[config.mk]
export PLATFORM = sky130hd
export DESIGN_NAME = decode_queue_flat
export DESIGN_NICKNAME = d
export VERILOG_FILES = /design/src/rtl/decode_queue_if.sv /design/src/rtl/decode_queue.sv /design/src/flat_wrapper.sv
export SDC_FILE = /design/constraint.sdc
export NUM_CORES = 2
export LEC_CHECK = 0
export ABC_CLOCK_PERIOD_IN_PS = 75700
export CAP_MARGIN = 20
export CELL_PAD_IN_SITES_DETAIL_PLACEMENT = 0
export CELL_PAD_IN_SITES_GLOBAL_PLACEMENT = 2
export CORE_MARGIN = 3
export CORE_UTILIZATION = 33
export DETAILED_ROUTE_END_ITERATION = 12
export PLACE_DENSITY_LB_ADDON = 0.15
export RECOVER_POWER = 50
export SETUP_SLACK_MARGIN = 0.02
export SYNTH_ARGS = -nofsm -noshare
export SYNTH_HDL_FRONTEND = slang
export SYNTH_SLANG_ARGS = --single-unit
export TNS_END_PERCENT = 20
[constraint.sdc]
create_clock -name clock -period 75.7 [get_ports clock]
set_clock_uncertainty 0.2 [all_clocks]
set_input_delay 15.14 -clock clock [delete_from_list [all_inputs] [get_ports clock]]
set_output_delay 15.14 -clock clock [all_outputs]
set_load 0.02 [all_outputs]
[src/rtl/decode_queue_if.sv]
// decode_queue_if: bundles the fetch-side and dispatch-side signals of the decode queue.
// Latency: none; this is wiring only.
// Backpressure: fetch holds its group while if_ready is low; dispatch reports consumption on dp_num.
interface decode_queue_if #(
    parameter int WIDTH  = 2,
    parameter int PACK_W = 84   // width of the decoded pack presented per lane
);
    logic [WIDTH-1:0]                 if_valid;
    logic [WIDTH-1:0][31:0]           if_inst;
    logic [WIDTH-1:0][31:0]           if_pc;
    logic                             if_ready;
    logic [$clog2(WIDTH+1)-1:0]       dp_num;
    logic [WIDTH-1:0]                 out_valid;
    logic [WIDTH-1:0][PACK_W-1:0]     out_pack;

    modport master (output if_valid, if_inst, if_pc, dp_num,
                    input  if_ready, out_valid, out_pack);
    modport slave  (input  if_valid, if_inst, if_pc, dp_num,
                    output if_ready, out_valid, out_pack);
endinterface

[src/rtl/decode_queue.sv]
// decode_queue: decodes up to WIDTH RV32IM lanes per cycle into an in-order queue for dispatch (option: DECODE_QUEUE_BYPASS_EN).
// Latency: enqueue to out_valid is one cycle; with DECODE_QUEUE_BYPASS_EN an empty queue forwards accepted lanes in the same cycle.
// Backpressure: if_ready comes from registered state only (RUN and room for a full group); dispatch pops dp_num head entries.
module decode_queue #(
    parameter int DEPTH = 8,
    parameter int WIDTH = 2
) (
    input  logic                       clock,
    input  logic                       reset,
    input  logic                       flush,
    decode_queue_if.slave              dq,
    output logic [$clog2(DEPTH+1)-1:0] count,
    output logic                       halt,
    output logic                       illegal
);
    localparam int PTR_W = $clog2(DEPTH);
    localparam int CNT_W = $clog2(DEPTH+1);
    localparam int NUM_W = $clog2(WIDTH+1);
    localparam logic [31:0] WFI    = 32'h1050_0073;
    localparam logic [31:0] ECALL  = 32'h0000_0073;
    localparam logic [31:0] EBREAK = 32'h0010_0073;

    // fu: 0 integer ALU, 1 multiply/divide, 2 load/store, 3 branch/jump/system
    typedef struct packed {
        logic        valid;
        logic [31:0] pc;
        logic [4:0]  rd;
        logic [4:0]  rs1;
        logic [4:0]  rs2;
        logic [31:0] imm;
        logic        imm_valid;
        logic        rd_we;
        logic [1:0]  fu;
    } pack_t;

    typedef struct packed {
        pack_t pack;
        logic  halt;
        logic  illegal;
        logic  csr;
    } entry_t;

    typedef enum logic [1:0] {RUN, DRAIN, HALTED} state_t;

    // Register fields are raw instruction slices; immediates are sign-extended per format.
    function automatic entry_t decode(input logic [31:0] in, input logic [31:0] pc);
        entry_t      e;
        logic [6:0]  f7;
        logic [2:0]  f3;
        logic [31:0] i_imm;
        logic        ok;
        f7    = in[31:25];
        f3    = in[14:12];
        i_imm = {{20{in[31]}}, in[31:20]};
        ok    = 1'b1;
        e     = '0;
        e.pack.pc  = pc;
        e.pack.rd  = in[11:7];
        e.pack.rs1 = in[19:15];
        e.pack.rs2 = in[24:20];
        case (in[6:0])
            7'b0110111, 7'b0010111: begin
                e.pack.imm = {in[31:12], 12'b0}; e.pack.imm_valid = 1'b1; e.pack.rd_we = 1'b1;
            end
            7'b1101111: begin
                e.pack.imm = {{11{in[31]}}, in[31], in[19:12], in[20], in[30:21], 1'b0};
                e.pack.imm_valid = 1'b1; e.pack.rd_we = 1'b1; e.pack.fu = 2'd3;
            end
            7'b1100111: begin
                e.pack.imm = i_imm; e.pack.imm_valid = 1'b1; e.pack.rd_we = 1'b1; e.pack.fu = 2'd3;
                ok = (f3 == 3'd0);
            end
            7'b1100011: begin
                e.pack.imm = {{19{in[31]}}, in[31], in[7], in[30:25], in[11:8], 1'b0};
                e.pack.imm_valid = 1'b1; e.pack.fu = 2'd3;
                ok = (f3 != 3'd2) && (f3 != 3'd3);
            end
            7'b0000011: begin
                e.pack.imm = i_imm; e.pack.imm_valid = 1'b1; e.pack.rd_we = 1'b1; e.pack.fu = 2'd2;
                ok = (f3 != 3'd3) && (f3 != 3'd6) && (f3 != 3'd7);
            end
            7'b0100011: begin
                e.pack.imm = {{20{in[31]}}, in[31:25], in[11:7]};
                e.pack.imm_valid = 1'b1; e.pack.fu = 2'd2;
                ok = (f3 < 3'd3);
            end
            7'b0010011: begin
                e.pack.imm = i_imm; e.pack.imm_valid = 1'b1; e.pack.rd_we = 1'b1;
                ok = (f3 == 3'd1) ? (f7 == 7'h00) :
                     (f3 == 3'd5) ? (f7 == 7'h00 || f7 == 7'h20) : 1'b1;
            end
            7'b0110011: begin
                e.pack.rd_we = 1'b1;
                e.pack.fu    = (f7 == 7'h01) ? 2'd1 : 2'd0;
                ok = (f7 == 7'h00) || (f7 == 7'h01) || (f7 == 7'h20 && (f3 == 3'd0 || f3 == 3'd5));
            end
            7'b0001111: ok = 1'b1;
            7'b1110011: begin
                e.pack.fu = 2'd3;
                if (f3 == 3'd0) begin
                    ok     = (in == ECALL) || (in == EBREAK) || (in == WFI);
                    e.halt = (in == WFI);
                end else begin
                    ok    = (f3 != 3'd4);
                    e.csr = 1'b1;
                    e.pack.imm = i_imm; e.pack.imm_valid = 1'b1; e.pack.rd_we = 1'b1;
                end
            end
            default: ok = 1'b0;
        endcase
        e.illegal    = !ok;
        e.pack.valid = ok;
        return e;
    endfunction

    state_t             state_q, state_d;
    logic [PTR_W-1:0]   head_q, head_d, tail_q, tail_d;
    logic [CNT_W-1:0]   count_q, count_d;
    logic               halt_q, halt_d, illegal_q, illegal_d;
    entry_t             mem_q [DEPTH];
    entry_t             mem_d [DEPTH];

    entry_t             lane_e [WIDTH];
    entry_t             win [WIDTH];
    logic [WIDTH-1:0]   enq_lane, wr_lane, win_vld;
    logic [NUM_W-1:0]   n_enq;
    logic               if_ready_w, accept, stop, halt_c, ill_c;
    logic               unused_csr;  // csr flag rides along for downstream serialization

    assign if_ready_w  = (state_q == RUN) && ((CNT_W'(DEPTH) - count_q) >= CNT_W'(WIDTH));
    assign accept      = if_ready_w && !flush;
    assign dq.if_ready = if_ready_w;
    assign count       = count_q;
    assign halt        = halt_q;
    assign illegal     = illegal_q;

    // Decode all lanes; enqueue valid lanes up to and including the first halt/illegal lane
    always_comb begin
        enq_lane = '0;
        n_enq    = '0;
        stop     = 1'b0;
        for (int k = 0; k < WIDTH; k++) begin
            lane_e[k] = decode(dq.if_inst[k], dq.if_pc[k]);
            if (accept && dq.if_valid[k] && !stop) begin
                enq_lane[k] = 1'b1;
                n_enq       = n_enq + 1'b1;
                stop        = lane_e[k].halt | lane_e[k].illegal;
            end
        end
    end

    // Present the head window (or forwarded lanes when empty) and collect flags of consumed entries
    always_comb begin
        win_vld    = '0;
        wr_lane    = enq_lane;
        halt_c     = 1'b0;
        ill_c      = 1'b0;
        unused_csr = 1'b0;
        for (int i = 0; i < WIDTH; i++) begin
            win[i]     = mem_q[head_q + PTR_W'(i)];
            win_vld[i] = CNT_W'(i) < count_q;
        end
`ifdef DECODE_QUEUE_BYPASS_EN
        if (count_q == '0) begin
            win     = lane_e;
            win_vld = enq_lane;
            for (int i = 0; i < WIDTH; i++) begin
                if (NUM_W'(i) < dq.dp_num) wr_lane[i] = 1'b0;  // consumed on the fly, never stored
            end
        end
`endif
        for (int i = 0; i < WIDTH; i++) begin
            dq.out_pack[i] = win_vld[i] ? win[i].pack : '0;
            if (win_vld[i] && NUM_W'(i) < dq.dp_num) begin
                halt_c = halt_c | win[i].halt;
                ill_c  = ill_c  | win[i].illegal;
            end
            unused_csr = unused_csr | win[i].csr;
        end
        dq.out_valid = win_vld;
    end

    // Next state: flush beats enqueue and dequeue; consuming a flag entry is terminal until reset
    always_comb begin
        state_d   = state_q;
        head_d    = head_q;
        tail_d    = tail_q;
        count_d   = count_q;
        halt_d    = halt_q;
        illegal_d = illegal_q;
        mem_d     = mem_q;
        if (flush) begin
            head_d  = '0;
            tail_d  = '0;
            count_d = '0;
            if (state_q == DRAIN) state_d = RUN;
        end else begin
            for (int k = 0; k < WIDTH; k++) begin
                if (wr_lane[k]) mem_d[tail_q + PTR_W'(k)] = lane_e[k];
            end
            head_d    = head_q + PTR_W'(dq.dp_num);
            tail_d    = tail_q + PTR_W'(n_enq);
            count_d   = count_q + CNT_W'(n_enq) - CNT_W'(dq.dp_num);
            halt_d    = halt_q | halt_c;
            illegal_d = illegal_q | ill_c;
            if (halt_c || ill_c) state_d = HALTED;
            else if (stop)       state_d = DRAIN;
        end
    end

    // Control registers with synchronous active-low reset
    always_ff @(posedge clock) begin
        if (!reset) begin
            state_q   <= RUN;
            head_q    <= '0;
            tail_q    <= '0;
            count_q   <= '0;
            halt_q    <= 1'b0;
            illegal_q <= 1'b0;
        end else begin
            state_q   <= state_d;
            head_q    <= head_d;
            tail_q    <= tail_d;
            count_q   <= count_d;
            halt_q    <= halt_d;
            illegal_q <= illegal_d;
        end
    end

    // Entry storage needs no reset: visibility is gated by count
    always_ff @(posedge clock) begin
        mem_q <= mem_d;
    end

    // Dispatch may never consume more entries than are presented
    always_ff @(posedge clock) begin
        if (reset && !flush) assert ($countones(win_vld) >= int'(dq.dp_num));
    end
endmodule

[src/flat_wrapper.sv]
// flat-port wrapper written by rule: the top's interface ports become plain ports
module decode_queue_flat 
#(
    parameter int DEPTH = 8,
    parameter int WIDTH = 2
)
  (clock, reset, flush, count, halt, illegal, dq_if_valid, dq_if_inst, dq_if_pc, dq_dp_num, dq_if_ready, dq_out_valid, dq_out_pack);
  decode_queue_if #(.WIDTH(WIDTH), .PACK_W(84)) dq_i ();
  input  logic clock;
  input  logic reset;
  input  logic flush;
  output logic [$clog2(DEPTH+1)-1:0] count;
  output logic halt;
  output logic illegal;
  input wire logic [$bits(dq_i.if_valid)-1:0] dq_if_valid;
  input wire logic [$bits(dq_i.if_inst)-1:0] dq_if_inst;
  input wire logic [$bits(dq_i.if_pc)-1:0] dq_if_pc;
  input wire logic [$bits(dq_i.dp_num)-1:0] dq_dp_num;
  output wire logic [$bits(dq_i.if_ready)-1:0] dq_if_ready;
  output wire logic [$bits(dq_i.out_valid)-1:0] dq_out_valid;
  output wire logic [$bits(dq_i.out_pack)-1:0] dq_out_pack;
  assign dq_i.if_valid = dq_if_valid;
  assign dq_i.if_inst = dq_if_inst;
  assign dq_i.if_pc = dq_if_pc;
  assign dq_i.dp_num = dq_dp_num;
  assign dq_if_ready = dq_i.if_ready;
  assign dq_out_valid = dq_i.out_valid;
  assign dq_out_pack = dq_i.out_pack;
  decode_queue #(.DEPTH(DEPTH), .WIDTH(WIDTH)) u_core (.clock(clock), .reset(reset), .flush(flush), .dq(dq_i), .count(count), .halt(halt), .illegal(illegal));
endmodule
# After elaboration in Yosys (flattened, before gate mapping)
# Cells that the tools add are included.
[totals]
reg_bits = 710
ramBits = 0
memories = 0
out_inout_bits = 177
wordCells = 293
latch_bits = 0
rom_bits = 0
input_bits = 135
[op_classes]
n_reduce_logical = 54
n_shift = 0
n_bitwise = 11
n_mux = 57
order_cmp = 13
multipliers = 0
add_sub_neg = 8
eq_ne = 48
div_mod_pow = 0
[op_table]
columns = ["cell", "n"]
rows = [
  ["two-way mux 696 bit", 3],
  ["bitwise mux 696 bit", 2],
  ["binary-select mux 87 bit (select 3 bit)", 2],
  ["demux 87 bit (select 3 bit)", 2],
  ["two-way mux 87 bit", 6],
  ["case mux 33 bit (6 select lines)", 2],
  ["two-way mux 84 bit", 2],
  ["two-way mux 34 bit", 2],
  ["== test 32 x 21 -> 1 bit (second input constant)", 2],
  ["== test 32 x 29 -> 1 bit (second input constant)", 2],
  ["== test 32 x 7 -> 1 bit (second input constant)", 2],
  ["== test 7 x 6 -> 1 bit (second input constant)", 8],
  ["== test 7 bit (second input constant)", 8],
  ["== test 7 x 5 -> 1 bit (second input constant)", 4],
  ["two-way mux 1 bit", 25],
  ["inequality test 3 bit (second input constant)", 6],
  ["logical AND 1 bit", 17],
  ["greater-or-equal comparator 4 bit (second input constant)", 4],
  ["inverter 3 -> 4 bit", 4],
  ["case mux 1 bit (8 select lines)", 2],
  ["OR reduction 4 bit", 4],
  ["== test 7 x 1 -> 1 bit (second input constant)", 2],
  ["== test 7 x 2 -> 1 bit (second input constant)", 2],
  ["== test 7 x 4 -> 1 bit (second input constant)", 2],
  ["other kinds (31)", 76],
]

# Logic depth before layout (Yosys ltp)
[logic_depth]
depth_word = 14
ltp_mapped = 18
depth_no_buf = 16

# Least setup slack after synthesis
# Ideal clock, no wire load.
[synth_path]
path_type = "input to register"
from = "input port flush"
to = "register u_core.mem_q[171] in the netlist's numbering (data pin)"
path_buffers = 2
stages = 7
arrival_ns = 34.815
setup_time_ns = 0.260
slack_ns = 40.425
cell_sequence = "inv_1 > nand3_1 > nor3_1 > o21ai_2 > buf_2 > buf_6 > mux2_4"
[synth_via]
elab_chain_cells = 8
elab_cells_between_ends = 13
cone_classes = "mux (7); reduce/logical (6)"
[synth_rtl]
columns = ["element", "line_no", "text"]
rows = [
  ["from (decl)", "flat_wrapper.sv:11", "input logic flush;"],
  ["logical NOT 1 bit *", "decode_queue.sv:131", "assign accept = if_ready_w && !flush;"],
  ["logical AND 1 bit *", "decode_queue.sv:131", ""],
  ["logical AND 1 bit", "decode_queue.sv:144", "if (accept && dq.if_valid[k] && !stop) begin"],
  ["two-way mux 1 bit", "decode_queue.sv:144", ""],
  ["two-way mux 696 bit / logical NOT 1 bit (equally long branches)", "decode_queue.sv:199, decode_queue.sv:144", ""],
  ["two-way mux 696 bit / logical AND 1 bit (equally long branches)", "decode_queue.sv:192, decode_queue.sv:144", ""],
  ["bitwise mux 696 bit / two-way mux 1 bit (equally long branches)", "decode_queue.sv:199, decode_queue.sv:144", ""],
  ["two-way mux 696 bit *", "decode_queue.sv:199", "if (wr_lane[k]) mem_d[tail_q + PTR_W'(k)] = lane_e[k];"],
  ["to (signal assigned)", "decode_queue.sv:232", "mem_q <= mem_d;"],
  ["to (decl)", "decode_queue.sv:120", "entry_t mem_q [DEPTH];"],
]
# Every way passes the cells marked *; elsewhere a longest branch is shown, timed or not. The select of a mux whose other input is x is not followed.
# A chain may end at the register's enable or synchronous reset.

# Worst setup path in the final report
[layout_path]
from = "input port flush"
to = "register u_core.mem_q[41] in the netlist's numbering (enable)"
# No word-level cell between the ends.

==> impl_results.md <==
- Clock buffer count from CTS: 92
- Fill count: 14,500
- Dominant combinational cell family by area after synthesis: multiplexers
- Slew Limit Headroom: -5.51
- Hold Buf Count CTS: 0
- Share of layout cells above drive strength 1: 0.220
- Post-synthesis compound-gate area fraction: 0.0514
- Final min period: 29,680 ps
- Core ar.: 0.149 sq mm
- Setup TNS: 0 ps
- DRC Markers: 0
- Reg area: 0.0210 sq mm
- Max_cap viols: 22
- Mux contribution to synthesized area: 0.360
- Worst-skew pair later-pin latency: 690 ps
- Post-synthesis cell count: 4,408
- R2R setup slack: 67,890 ps
- Routed WL: 198 mm
- Grt ovf: 0
- Max incr delay on CP: 7030 ps
- Hold crit path type: flip-flop to flip-flop
- CP Max Fanout: 163
- Simple-Gate Fraction of Synth Area: 0.119
- Ratio of final minimum period to clock period: 0.392
- Pleak: 0.0216 uW
- Detailed-router iteration count before antenna repair: 6
- Total power: 1270 uW
- Die area: 0.155 sq mm
- Initial Util: 0.334
- Startpoint Class: primary input
- CP arrival: 29,670 ps
- Area Overhead vs Synth: 14.4%
- DRT iter0 DRCs: 3,433
- Global Route Usage Sum: 0.249
- CP max-delay cell: clkbuf_1
- CTS resizes: 0
- Worst r2r dst: u_core.mem_q[390]
- DP HPWL: 117 mm
- CTS tree: yes
- Post-synthesis sequential area ratio: 0.421
- RSZ-0062 raised after global routing: no
- Die W: 394 um
- Post-CTS Setup Bufs: 0
- Std-Cell Rows: 141
- Routed WL per cell: 30.2 um
- Synthesis-stage register bit count: 702
- Worst-Margin Slew: 9760 ps
- First-pass GRT wire length: 283 mm
- Violations in the final reports: max-capacitance violations, max-slew violations
- DR vias: 37,500
- CP endpoint kind: flip-flop
- Total power divided by cell area: 22.2 mW/mm^2
- Worst vdd ir: 0.0000186 V
- Final net count: 4,643
- Maximum clock path buffer count: 3
- CTS root buf: clkbuf_16
- DP Area: 0.0543 sq mm
- Worst-path cell chain: dlygate4sd3_1 -> clkinvlp_2 -> clkbuf_1 -> clkbuf_1
- CP required: 75,690 ps
- GP Congestion: 0.826
- Max Slew Vio Count: 1,131
- Worst path top cell family by delay: buffers and inverters
- Crit Path Category: primary input to flip-flop
- Cell mode on critical path: clkbuf_1
- Via density: 5.71
- Critical path buffer and inverter count: 4
- Yosys warns: 0
- Die Span Y: 394 um
- H-tree depth: 3
- CTS clk-pin slew, worst paths: 60 ps
- Largest net degree at the start of global routing: 164
- I/O Buffers: 311
- Final setup vio count: 0
- RR Startpoint: u_core.count[1]
- Levels on crit path: 4
- Top FF cell, synth: edfxtp_1
- Status: finished, violations left
- Clock sinks: 702
- Post-Synth XOR/XNOR Area: 0.00211
- Initial antenna violation count: 14
- R2R depth: 11
- Adder-cell share of the synthesized area: 0.00463
- Syn_nets: 4,559
- Vias in the first global route: 36,900
- Syn avg cell area: 11.3 sq um
- Design area: 0.0569 sq mm
- Hold Fails Final Rpt: 0
- Final Util: 0.383
- F_max: 0.0337 GHz
- Multi-input logic area: 0.0269 sq mm
- Worst Setup SP: flush
- EDFF count, synth: 688
- Critical Path End: u_core.mem_q[41]
- DRT antenna net count: 0
- Post-synthesis cell area: 0.0497 sq mm
- IO Pins: 312
- Synth cell types: 82
- Async S/R FF share, synth: 0
==> state kept, by name (all words and copies together), names as in the netlist <==
| name | count |
|---|---|
| u_core.head_q | 3 |
| u_core.mem_q | 688 |
| u_core.illegal | 1 |
| u_core.count | 4 |
| u_core.state_q | 2 |
| u_core.halt | 1 |
| u_core.tail_q | 3 |
==> where the power goes <==
part / internal, uW / switching, uW
clock: 234 / 181
combinational: 154 / 198
sequential: 472 / 25.6
==> final cells by class <==
cell class	count	area share
multi-input cells	3269	0.473
flip-flops and latches	702	0.368
repair buffers	398	0.0659
clock buffers	124	0.0444
well taps	2002	0.0440
clock inverters	30	0.00262
inverters	29	0.00193
diodes	8	0.000352
==> tightest hold or removal path, stage by stage, from the launching register on <==
cell	delay (ps)
dfxtp_1	330
a21oi_1	40
nor2b_1	90
==> logic make-up (layout without fill, tap and decap cells) <==
logic type               count (synthesis)  in the layout
AND/OR/NAND/NOR                       1481           1481
multiplexers                          1301           1301
flip-flops                             702            702
AO/OA/AOI/OAI                          459            459
buffers and inverters                  437            581
adder cells (fa/ha/maj)                 16             16
XOR/XNOR                                12             12
other                                    0              8
==> layout by cell type, fill, tap and decap left out, types with 9 or more instances in the layout <==
master	Yosys	final
nand2_1	1187	1186
edfxtp_1	688	688
mux2i_1	528	528
mux2_2	421	420
a21oi_1	363	363
mux4_2	344	344
clkdlybuf4s50_1	0	301
nor2_1	179	178
clkbuf_16	0	97
buf_4	35	64
clkbuf_1	217	46
o21ai_0	33	37
inv_1	29	28
clkinv_1	0	21
nand3_1	19	18
nor3_1	13	14
ha_1	12	11
dfxtp_1	14	11
nor2b_1	10	10
dlygate4sd3_1	0	10
and2_1	11	9
==> metrics by stage <==
step | hold slack (ps) | instances | worst slack [ps]
floorplan | 328 | 4408 | 40430
global placement | 281 | 6396 | 55350
detailed placement | 285 | 6396 | 55320
CTS | 300 | 6550 | 54540
global route | 349 | 6557 | 45030
finish | 289 | 6562 | 46020
==> layer usage <==
layer / track usage / share of wire / vias up
met1: 0.345 / 0.44 / 19400
met2: 0.402 / 0.47 / 1305
met5: 0 / 0.00027 / -
li1: - / - / 16500
met3: 0.0477 / 0.062 / 232
met4: 0.0590 / 0.023 / 8
==> worst min-delay path by stage <==
stage / cells past startpoint / to / startpoint / slack (ps)
3_3_place_gp: 2 / u_core.illegal / u_core.illegal / 280
3_5_place_dp: 2 / u_core.illegal / u_core.illegal / 280
2_1_floorplan: 1 / u_core.state_q[1] / u_core.state_q[1] / 330
4_1_cts: 2 / u_core.illegal / u_core.illegal / 300
6_report: 2 / u_core.illegal / u_core.illegal / 290
5_1_grt: 2 / u_core.illegal / u_core.illegal / 350
==> cells in the mapped netlist, types with 11 or more instances <==
master    number  area [sq um]
mux4_2       344          7750
nor2_1       179           672
buf_4         35           263
nand2_1     1187          4460
clkbuf_1     217           815
ha_1          12           150
and2_1        11          68.8
nor3_1        13          65.1
o21ai_0       33           165
dfxtp_1       14           280
nand3_1       19          95.1
clkbuf_8      11           151
buf_2         51           255
mux2_2       421          4740
a21oi_1      363          1820
buf_1         77           289
mux2i_1      528          5290
inv_1         29           109
buf_6         11           124
edfxtp_1     688         20700
Power figures use the tool's default switching activity.
